<file path="src/rtl/trace_pkg.sv">
// Shared definitions for the commit trace buffer: ebreak encoding, FSM states, entry layout.
// Entry layout widens to carry a cycle stamp when TRACE_TIMESTAMP_EN is defined.
package trace_pkg;

    localparam logic [31:0] EBREAK_INST = 32'h0010_0073;

    typedef enum logic [1:0] {
        TR_RUN    = 2'd0,
        TR_DRAIN  = 2'd1,
        TR_HALTED = 2'd2
    } tr_state_t;

`ifdef TRACE_TIMESTAMP_EN
    localparam int ENTRY_W = 224;

    typedef struct packed {
        logic [63:0] cycle;
        logic [63:0] pc;
        logic [31:0] inst;
        logic [63:0] seq;
    } trace_entry_t;
`else
    localparam int ENTRY_W = 160;

    typedef struct packed {
        logic [63:0] pc;
        logic [31:0] inst;
        logic [63:0] seq;
    } trace_entry_t;
`endif

endpackage

</file>
<file path="src/rtl/commit_trace_buffer_if.sv">
// Trace drain handshake: the buffer (master) presents the head entry, the consumer (slave) accepts it.
// trace_cycle_o exists only when TRACE_TIMESTAMP_EN is defined.
interface commit_trace_buffer_if;

    logic        trace_valid_o;
    logic        trace_ready_i;
    logic [63:0] trace_pc_o;
    logic [31:0] trace_inst_o;
    logic [63:0] trace_seq_o;
`ifdef TRACE_TIMESTAMP_EN
    logic [63:0] trace_cycle_o;
`endif

    modport master (
        input  trace_ready_i,
        output trace_valid_o,
        output trace_pc_o,
        output trace_inst_o,
`ifdef TRACE_TIMESTAMP_EN
        output trace_cycle_o,
`endif
        output trace_seq_o
    );

    modport slave (
        output trace_ready_i,
        input  trace_valid_o,
        input  trace_pc_o,
        input  trace_inst_o,
`ifdef TRACE_TIMESTAMP_EN
        input  trace_cycle_o,
`endif
        input  trace_seq_o
    );

endinterface

</file>
<file path="src/rtl/trace_fifo.sv">
// Power-of-two FIFO with wrap-bit pointers; head word is read combinationally so a pushed entry
// is visible the cycle after the push. A push into a full FIFO is accepted only alongside a pop.
module trace_fifo #(
    parameter int  DEPTH = 16,
    parameter int  WIDTH = 160,
    localparam int PTR_W = $clog2(DEPTH)
) (
    input  logic             clock,
    input  logic             reset,
    input  logic             push,
    input  logic [WIDTH-1:0] wdata,
    input  logic             pop,
    output logic [WIDTH-1:0] rdata,
    output logic             full,
    output logic             empty,
    output logic [PTR_W:0]   level
);

    localparam logic [PTR_W:0] PTR_ONE = (PTR_W + 1)'(1);

    logic [WIDTH-1:0] mem [DEPTH];
    logic [PTR_W:0]   wptr_reg;
    logic [PTR_W:0]   rptr_reg;
    logic             do_push;
    logic             do_pop;

    assign empty   = (wptr_reg == rptr_reg);
    assign full    = (wptr_reg[PTR_W] != rptr_reg[PTR_W]) &&
                     (wptr_reg[PTR_W-1:0] == rptr_reg[PTR_W-1:0]);
    assign level   = wptr_reg - rptr_reg;
    assign do_pop  = pop && !empty;
    // When full, the slot being written is the one being popped this cycle.
    assign do_push = push && (!full || do_pop);

    always_ff @(posedge clock or posedge reset) begin
        if (reset) begin
            wptr_reg <= '0;
            rptr_reg <= '0;
        end else begin
            if (do_push) wptr_reg <= wptr_reg + PTR_ONE;
            if (do_pop)  rptr_reg <= rptr_reg + PTR_ONE;
        end
    end

    always_ff @(posedge clock) begin
        if (do_push) mem[wptr_reg[PTR_W-1:0]] <= wdata;
    end

    assign rdata = mem[rptr_reg[PTR_W-1:0]];

endmodule

</file>
<file path="src/rtl/commit_trace_buffer.sv">
// Captures each CPU retirement into a trace FIFO, drains it over valid/ready, halts after ebreak drains.
// Define TRACE_TIMESTAMP_EN to stamp every entry with a free-running cycle counter.
module commit_trace_buffer
    import trace_pkg::*;
#(
    parameter int          DEPTH  = 16,
    parameter logic [31:0] EBREAK = EBREAK_INST,
    localparam int         PTR_W  = $clog2(DEPTH)
) (
    input  logic                  clock,
    input  logic                  reset,
    input  logic [63:0]           pc_i,
    input  logic [31:0]           inst_i,
    input  logic [63:0]           nr_insts_i,
    commit_trace_buffer_if.master trace,
    output logic [PTR_W:0]        level_o,
    output logic [31:0]           dropped_o,
    output logic                  skip_err_o,
    output logic                  halted_o
);

    logic [63:0]        prev_cnt_reg;
    logic [31:0]        dropped_reg;
    logic               skip_err_reg;
    tr_state_t          state_reg;
    tr_state_t          state_next;
    logic               retire;
    logic               pop;
    logic               full;
    logic               empty;
    logic [63:0]        delta;
    logic [ENTRY_W-1:0] wdata;
    logic [ENTRY_W-1:0] rdata;
    trace_entry_t       new_entry;
    trace_entry_t       head_entry;
`ifdef TRACE_TIMESTAMP_EN
    logic [63:0]        cycle_reg;
`endif

    // Counter wrap from all-ones to zero falls out of the modulo subtraction as delta 1.
    assign retire = (nr_insts_i != prev_cnt_reg) && (state_reg == TR_RUN);
    assign delta  = nr_insts_i - prev_cnt_reg;
    assign pop    = !empty && trace.trace_ready_i;

    always_comb begin
        new_entry       = '0;
        new_entry.pc    = pc_i;
        new_entry.inst  = inst_i;
        new_entry.seq   = nr_insts_i;
`ifdef TRACE_TIMESTAMP_EN
        new_entry.cycle = cycle_reg;
`endif
    end

    assign wdata = new_entry;

    trace_fifo #(
        .DEPTH (DEPTH),
        .WIDTH (ENTRY_W)
    ) u_fifo (
        .clock (clock),
        .reset (reset),
        .push  (retire),
        .wdata (wdata),
        .pop   (pop),
        .rdata (rdata),
        .full  (full),
        .empty (empty),
        .level (level_o)
    );

    // Head is forced to zero while empty so stale storage never leaks onto the outputs.
    assign head_entry          = empty ? '0 : trace_entry_t'(rdata);
    assign trace.trace_valid_o = !empty;
    assign trace.trace_pc_o    = head_entry.pc;
    assign trace.trace_inst_o  = head_entry.inst;
    assign trace.trace_seq_o   = head_entry.seq;
`ifdef TRACE_TIMESTAMP_EN
    assign trace.trace_cycle_o = head_entry.cycle;
`endif

    always_comb begin
        state_next = state_reg;
        unique case (state_reg)
            TR_RUN:    if (retire && inst_i == EBREAK) state_next = TR_DRAIN;
            // Halt as soon as the final pop empties the FIFO.
            TR_DRAIN:  if (empty || (pop && level_o == (PTR_W + 1)'(1))) state_next = TR_HALTED;
            TR_HALTED: state_next = TR_HALTED;
            default:   state_next = TR_RUN;
        endcase
    end

    always_ff @(posedge clock or posedge reset) begin
        if (reset) begin
            prev_cnt_reg <= '0;
            dropped_reg  <= '0;
            skip_err_reg <= 1'b0;
            state_reg    <= TR_RUN;
        end else begin
            prev_cnt_reg <= nr_insts_i;
            state_reg    <= state_next;
            if (retire && delta > 64'd1) skip_err_reg <= 1'b1;
            if (retire && full && !pop && dropped_reg != 32'hFFFF_FFFF)
                dropped_reg <= dropped_reg + 32'd1;
        end
    end

`ifdef TRACE_TIMESTAMP_EN
    always_ff @(posedge clock or posedge reset) begin
        if (reset) cycle_reg <= '0;
        else       cycle_reg <= cycle_reg + 64'd1;
    end
`endif

    assign dropped_o  = dropped_reg;
    assign skip_err_o = skip_err_reg;
    assign halted_o   = (state_reg == TR_HALTED);

endmodule

</file>
<file path="src/flat_wrapper.sv">
// flat-port wrapper written by rule: the top's interface ports become plain ports
module commit_trace_buffer_flat import trace_pkg::*;
#(
    parameter int          DEPTH  = 16,
    parameter logic [31:0] EBREAK = EBREAK_INST,
    localparam int         PTR_W  = $clog2(DEPTH)
)
  (clock, reset, pc_i, inst_i, nr_insts_i, level_o, dropped_o, skip_err_o, halted_o, trace_trace_ready_i, trace_trace_valid_o, trace_trace_pc_o, trace_trace_inst_o, trace_trace_seq_o);
  commit_trace_buffer_if trace_i ();
  input  logic clock;
  input  logic reset;
  input  logic [63:0] pc_i;
  input  logic [31:0] inst_i;
  input  logic [63:0] nr_insts_i;
  output logic [PTR_W:0] level_o;
  output logic [31:0] dropped_o;
  output logic skip_err_o;
  output logic halted_o;
  input wire logic [$bits(trace_i.trace_ready_i)-1:0] trace_trace_ready_i;
  output wire logic [$bits(trace_i.trace_valid_o)-1:0] trace_trace_valid_o;
  output wire logic [$bits(trace_i.trace_pc_o)-1:0] trace_trace_pc_o;
  output wire logic [$bits(trace_i.trace_inst_o)-1:0] trace_trace_inst_o;
  output wire logic [$bits(trace_i.trace_seq_o)-1:0] trace_trace_seq_o;
  assign trace_i.trace_ready_i = trace_trace_ready_i;
  assign trace_trace_valid_o = trace_i.trace_valid_o;
  assign trace_trace_pc_o = trace_i.trace_pc_o;
  assign trace_trace_inst_o = trace_i.trace_inst_o;
  assign trace_trace_seq_o = trace_i.trace_seq_o;
  commit_trace_buffer #(.DEPTH(DEPTH), .EBREAK(EBREAK)) u_core (.clock(clock), .reset(reset), .pc_i(pc_i), .inst_i(inst_i), .nr_insts_i(nr_insts_i), .trace(trace_i), .level_o(level_o), .dropped_o(dropped_o), .skip_err_o(skip_err_o), .halted_o(halted_o));
endmodule
</file>
<file path="config.mk">
export PLATFORM = sky130hd
export DESIGN_NAME = commit_trace_buffer_flat
export DESIGN_NICKNAME = d
export VERILOG_FILES = /design/src/rtl/trace_pkg.sv /design/src/rtl/commit_trace_buffer_if.sv /design/src/rtl/trace_fifo.sv /design/src/rtl/commit_trace_buffer.sv /design/src/flat_wrapper.sv
export SDC_FILE = /design/constraint.sdc
export NUM_CORES = 2
export LEC_CHECK = 0
export CELL_PAD_IN_SITES_DETAIL_PLACEMENT = 2
export CELL_PAD_IN_SITES_GLOBAL_PLACEMENT = 2
export CORE_UTILIZATION = 29
export CTS_CLUSTER_SIZE = 24
export DETAILED_ROUTE_END_ITERATION = 8
export GPL_ROUTABILITY_DRIVEN = 0
export MAX_ROUTING_LAYER = met4
export PLACE_DENSITY = 0.53
export SLEW_MARGIN = 20
export SYNTH_ARGS = -nofsm -noshare
export SYNTH_HDL_FRONTEND = slang
export SYNTH_HIERARCHICAL = 1
export SYNTH_SLANG_ARGS = --single-unit
</file>
<file path="constraint.sdc">
create_clock -name clock -period 20.4 [get_ports clock]
set_clock_uncertainty 0.1 [all_clocks]
set_input_delay 4.08 -clock clock [delete_from_list [all_inputs] [get_ports clock]]
set_output_delay 4.08 -clock clock [all_outputs]
set_load 0.005 [all_outputs]
</file>
==> impl_metrics.ini <==
[worst_setup_path]
cp_top_family = buffers and inverters
endpoint_kind = output port
crit_path_max_incr_delay_ps = 710
rrSetupSlack_ps = 13260
cp.required_ps = 16220
critPathMaxFanout = 44
worstReg2RegStart = u_core/u_fifo/rptr_reg[3]$_DFFE_PP0P_
critPathSlowestCell = dfrtp_4
path_common_cell = buf_4
crit_arrival_ps = 6480
worst-r2r-cell-count = 13
crit_type = flop to output port
cp_cell_sequence = buf_4, buf_4, nor2b_4, buf_4, buf_4, buf_4, a22oi_1, mux2i_1, o21ai_0, nor2b_1, clkdlybuf4s50_1
path_buf_inv = 6
crit_path_start_kind = flop
r2r-end = u_core/u_fifo/mem[11][25]$_DFFE_PP_

[logic_synthesis]
synth.top_cells.by_area = edfxtp_1 (72%), mux4_2 (10%), mux2i_1 (4.5%)
synth_edf_count = 2560
synth_area_leader_cell = edfxtp_1
synthXorXnorAreaFrac_pct = 0.6618
ys_types = 92
ys.warnings.count = 6
synth_compound_area_share_pct = 4.961
synthMuxAreaShare_pct = 14.66
synth_nets = 5773
synth_fa_ha_area_share_pct = 0.9245
synth_simple_gate_area_share_pct = 2.803
synth_top_area_share_pct = 71.72
ys_seq_elements = 2669
syn_inst = 5532
synth_ff_type = edfxtp_1
synth_seq_area_share_pct = 74.26
avgSynthCellArea_um2 = 19.38
syn_area_um2 = 107200
ys_async_sr_fraction_pct = 4.084
synth_top_family_by_area = multiplexers

[timing]
rsz0062_at_grt = false
min_period_ps = 10660
fin_crit_sh_pct = 52.24
tns_ps = 0
slew_viol_final = 0
finalSetupViolCount = 0
max_freq_mhz = 93.84
worst-slew-pin-transition_ps = 1139
slew_headroom_pct = 24.04
hold_viol = 0

[global_routing]
grt_pass1_vias = 62900
grt_max_degree = 132
antenna_found_initial = 52
gr-usage-all-layers_pct = 18.32
grt_pass1_wl_mm = 479.4
overflow = 0

[drt]
drt_wl_total_mm = 335.9
num_vias = 56770
via_per_inst = 5.094
wl_per_cell_um = 30.14
drtPass1Iterations = 7
drcViolationCount = 0
first_iter_violations = 3818
ant_nets = 0

[power_and_ir_drop]
power_density_nw_per_um2 = 154.2
total_power_mw = 19.58
internal-power_mw = 13.01
switching_share_pct = 33.55
power_frac_comb_pct = 34.6
vdd_ir_drop_max_v = 0.0001052
p_leak_nw = 41.09
clkPwrFrac_pct = 27.9
seqPwrFrac_pct = 37.5
p_sw_mw = 6.570

[cells_and_area]
syn2layout_area_growth_pct = 18.45
drive_above_1_share_pct = 17.83
nets = 6299
num-fill-cells = 35850
largest_reg_flops = 2560

[clock_tree]
post_cts_resized = 0
cts_tree = yes
clk_pin_slew_ps = 50
clk_latency_ps = 910
cts.sinks = 2669
ctsHoldBuffers = 0
htreeDepth = 5
cts_buffers = 309
cts_buffer_depth = 4
cts_root_buffer = clkbuf_16
cts_setup_buffers = 0

[outcome]
status = complete, no violations

[floorplanning]
coreArea_um2 = 366700
die_w_um = 610.0
die_y_um = 610.0
num_rows = 222
ios = 363
initial_utilization_pct = 29.23
die-area_um2 = 372100

[min_path]
whs_path_depth = 1
holdCritStartpoint = u_core/dropped_o[30]$_DFFE_PP0P_
hold_class = flop to flop
min_to = u_core/dropped_o[30]$_DFFE_PP0P_

[placement]
io_buffers = 362
hpwlAfterDp_mm = 198.4

[flow_run]
maxCapViolCount = 0
[Yosys cell counts, types with 91 or more instances]
cell type  number
dfrtp_1       109
o21ai_0       121
nor2_1         94
o21ai_1        93
edfxtp_1     2560
buf_2          92
a32oi_1       160
mux2i_1       485
mux4_2        480
a21oi_1        91
nand2_1       113
nor2b_1       169
clkbuf_1      152
a22oi_1       162
inv_1          97
[cells in the final DEF, fill, tap and decap left out, drive strengths merged, types with 24 or more instances in the layout]
cell | Yosys | final
clkdlybuf4s50 | 0 | 362
mux2i | 485 | 485
clkinv | 0 | 121
nor3 | 25 | 25
clkbuf | 154 | 400
xnor2 | 59 | 59
nand2 | 113 | 113
o21ai | 214 | 214
buf | 157 | 164
a32oi | 160 | 160
nand3 | 34 | 34
inv | 98 | 106
dfrtp | 109 | 109
ha | 76 | 76
bufinv | 0 | 24
nor2b | 171 | 171
mux4 | 480 | 480
a22oi | 162 | 162
nand4 | 47 | 47
nor2 | 94 | 94
a21oi | 94 | 94
edfxtp | 2560 | 2560
[worst register-to-register path, stage by stage (launching register included)]
cell and delay (ps):
dfrtp_4 890, inv_8 360, ha_1 460, and4_1 260, and2_4 250, buf_4 330
nor2b_1 200, buf_4 170, o31a_1 360, nand2_1 280, nor2_4 860, buf_4 780
buf_4 780, buf_4 640
[area by class of cell]
| class | instances | area, µm² | area share (%) |
|---|---|---|---|
| clock buffers | 400 | 8419 | 6.631 |
| well taps | 4816 | 6026 | 4.746 |
| diodes | 23 | 57.56 | 0.04533 |
| flip-flops and latches | 2669 | 79610 | 62.70 |
| repair buffers | 526 | 5112 | 4.027 |
| multi-input cells | 2454 | 25860 | 20.37 |
| inverters | 98 | 392.9 | 0.3094 |
| clock inverters | 157 | 1485 | 1.170 |
[logic make-up after synthesis]
family | count (synthesis)
xor+xnor | 81
mux | 969
compound gates | 768
buf+inv | 409
fa+ha+maj | 78
flops | 2669
simple gates | 558
[through the flow]
step | setup WS [ps] | cell area [µm²] | util (%) | hold WS [ps] | std cells
2_1_floorplan | 2986 | 107200 | - | 365.8 | 5532
3_3_place_gp | 9493 | 116800 | 31.86 | 378.2 | 10560
3_5_place_dp | 9305 | 116900 | 31.89 | 383.8 | 10560
4_1_cts | 9380 | 126800 | 34.59 | 399.7 | 11120
5_1_grt | 9384 | 127000 | 34.62 | 403.0 | 11140
6_report | 9744 | 127000 | 34.63 | 394.3 | 11140
[power groups by stage]
stage | clock network, mW | registers, mW | logic [mW]
3_3_place_gp | 0 | 7.41 | 6.94
3_5_place_dp | 0 | 7.48 | 7.00
6_report | 5.47 | 7.35 | 6.77
5_1_grt | 5.81 | 7.42 | 7.25
2_1_floorplan | 0 | 7.60 | 3.73
4_1_cts | 5.63 | 7.37 | 7.04
[how the worst max path moves through the flow]
stage | start | to | slack (ps) | cells past startpoint
finish | u_core/u_fifo/rptr_reg[0]$_DFFE_PP0P_ | trace_trace_pc_o[54] | 9740 | 11
global placement | nr_insts_i[45] | u_core/u_fifo/mem[11][19]$_DFFE_PP_ | 9490 | 13
detailed placement | nr_insts_i[17] | u_core/u_fifo/mem[11][22]$_DFFE_PP_ | 9300 | 13
floorplan | nr_insts_i[16] | u_core/u_fifo/mem[3][0]$_DFFE_PP_ | 2990 | 11
CTS | u_core/u_fifo/rptr_reg[0]$_DFFE_PP0P_ | trace_trace_seq_o[44] | 9380 | 9
global route | u_core/u_fifo/rptr_reg[0]$_DFFE_PP0P_ | trace_trace_seq_o[40] | 9380 | 9
[routing by layer]
| metal | global-route usage [%] | vias to the layer above | wire (µm) |
|---|---|---|---|
| met1 | 23.29 | 31270 | 144300 |
| met5 | - | - | 0 |
| met4 | 3.538 | 0 | 5951 |
| met3 | 2.257 | 409 | 13360 |
| met2 | 31.59 | 1161 | 172300 |
| li1 | - | 23920 | - |
(Power assumes the default switching activity.)
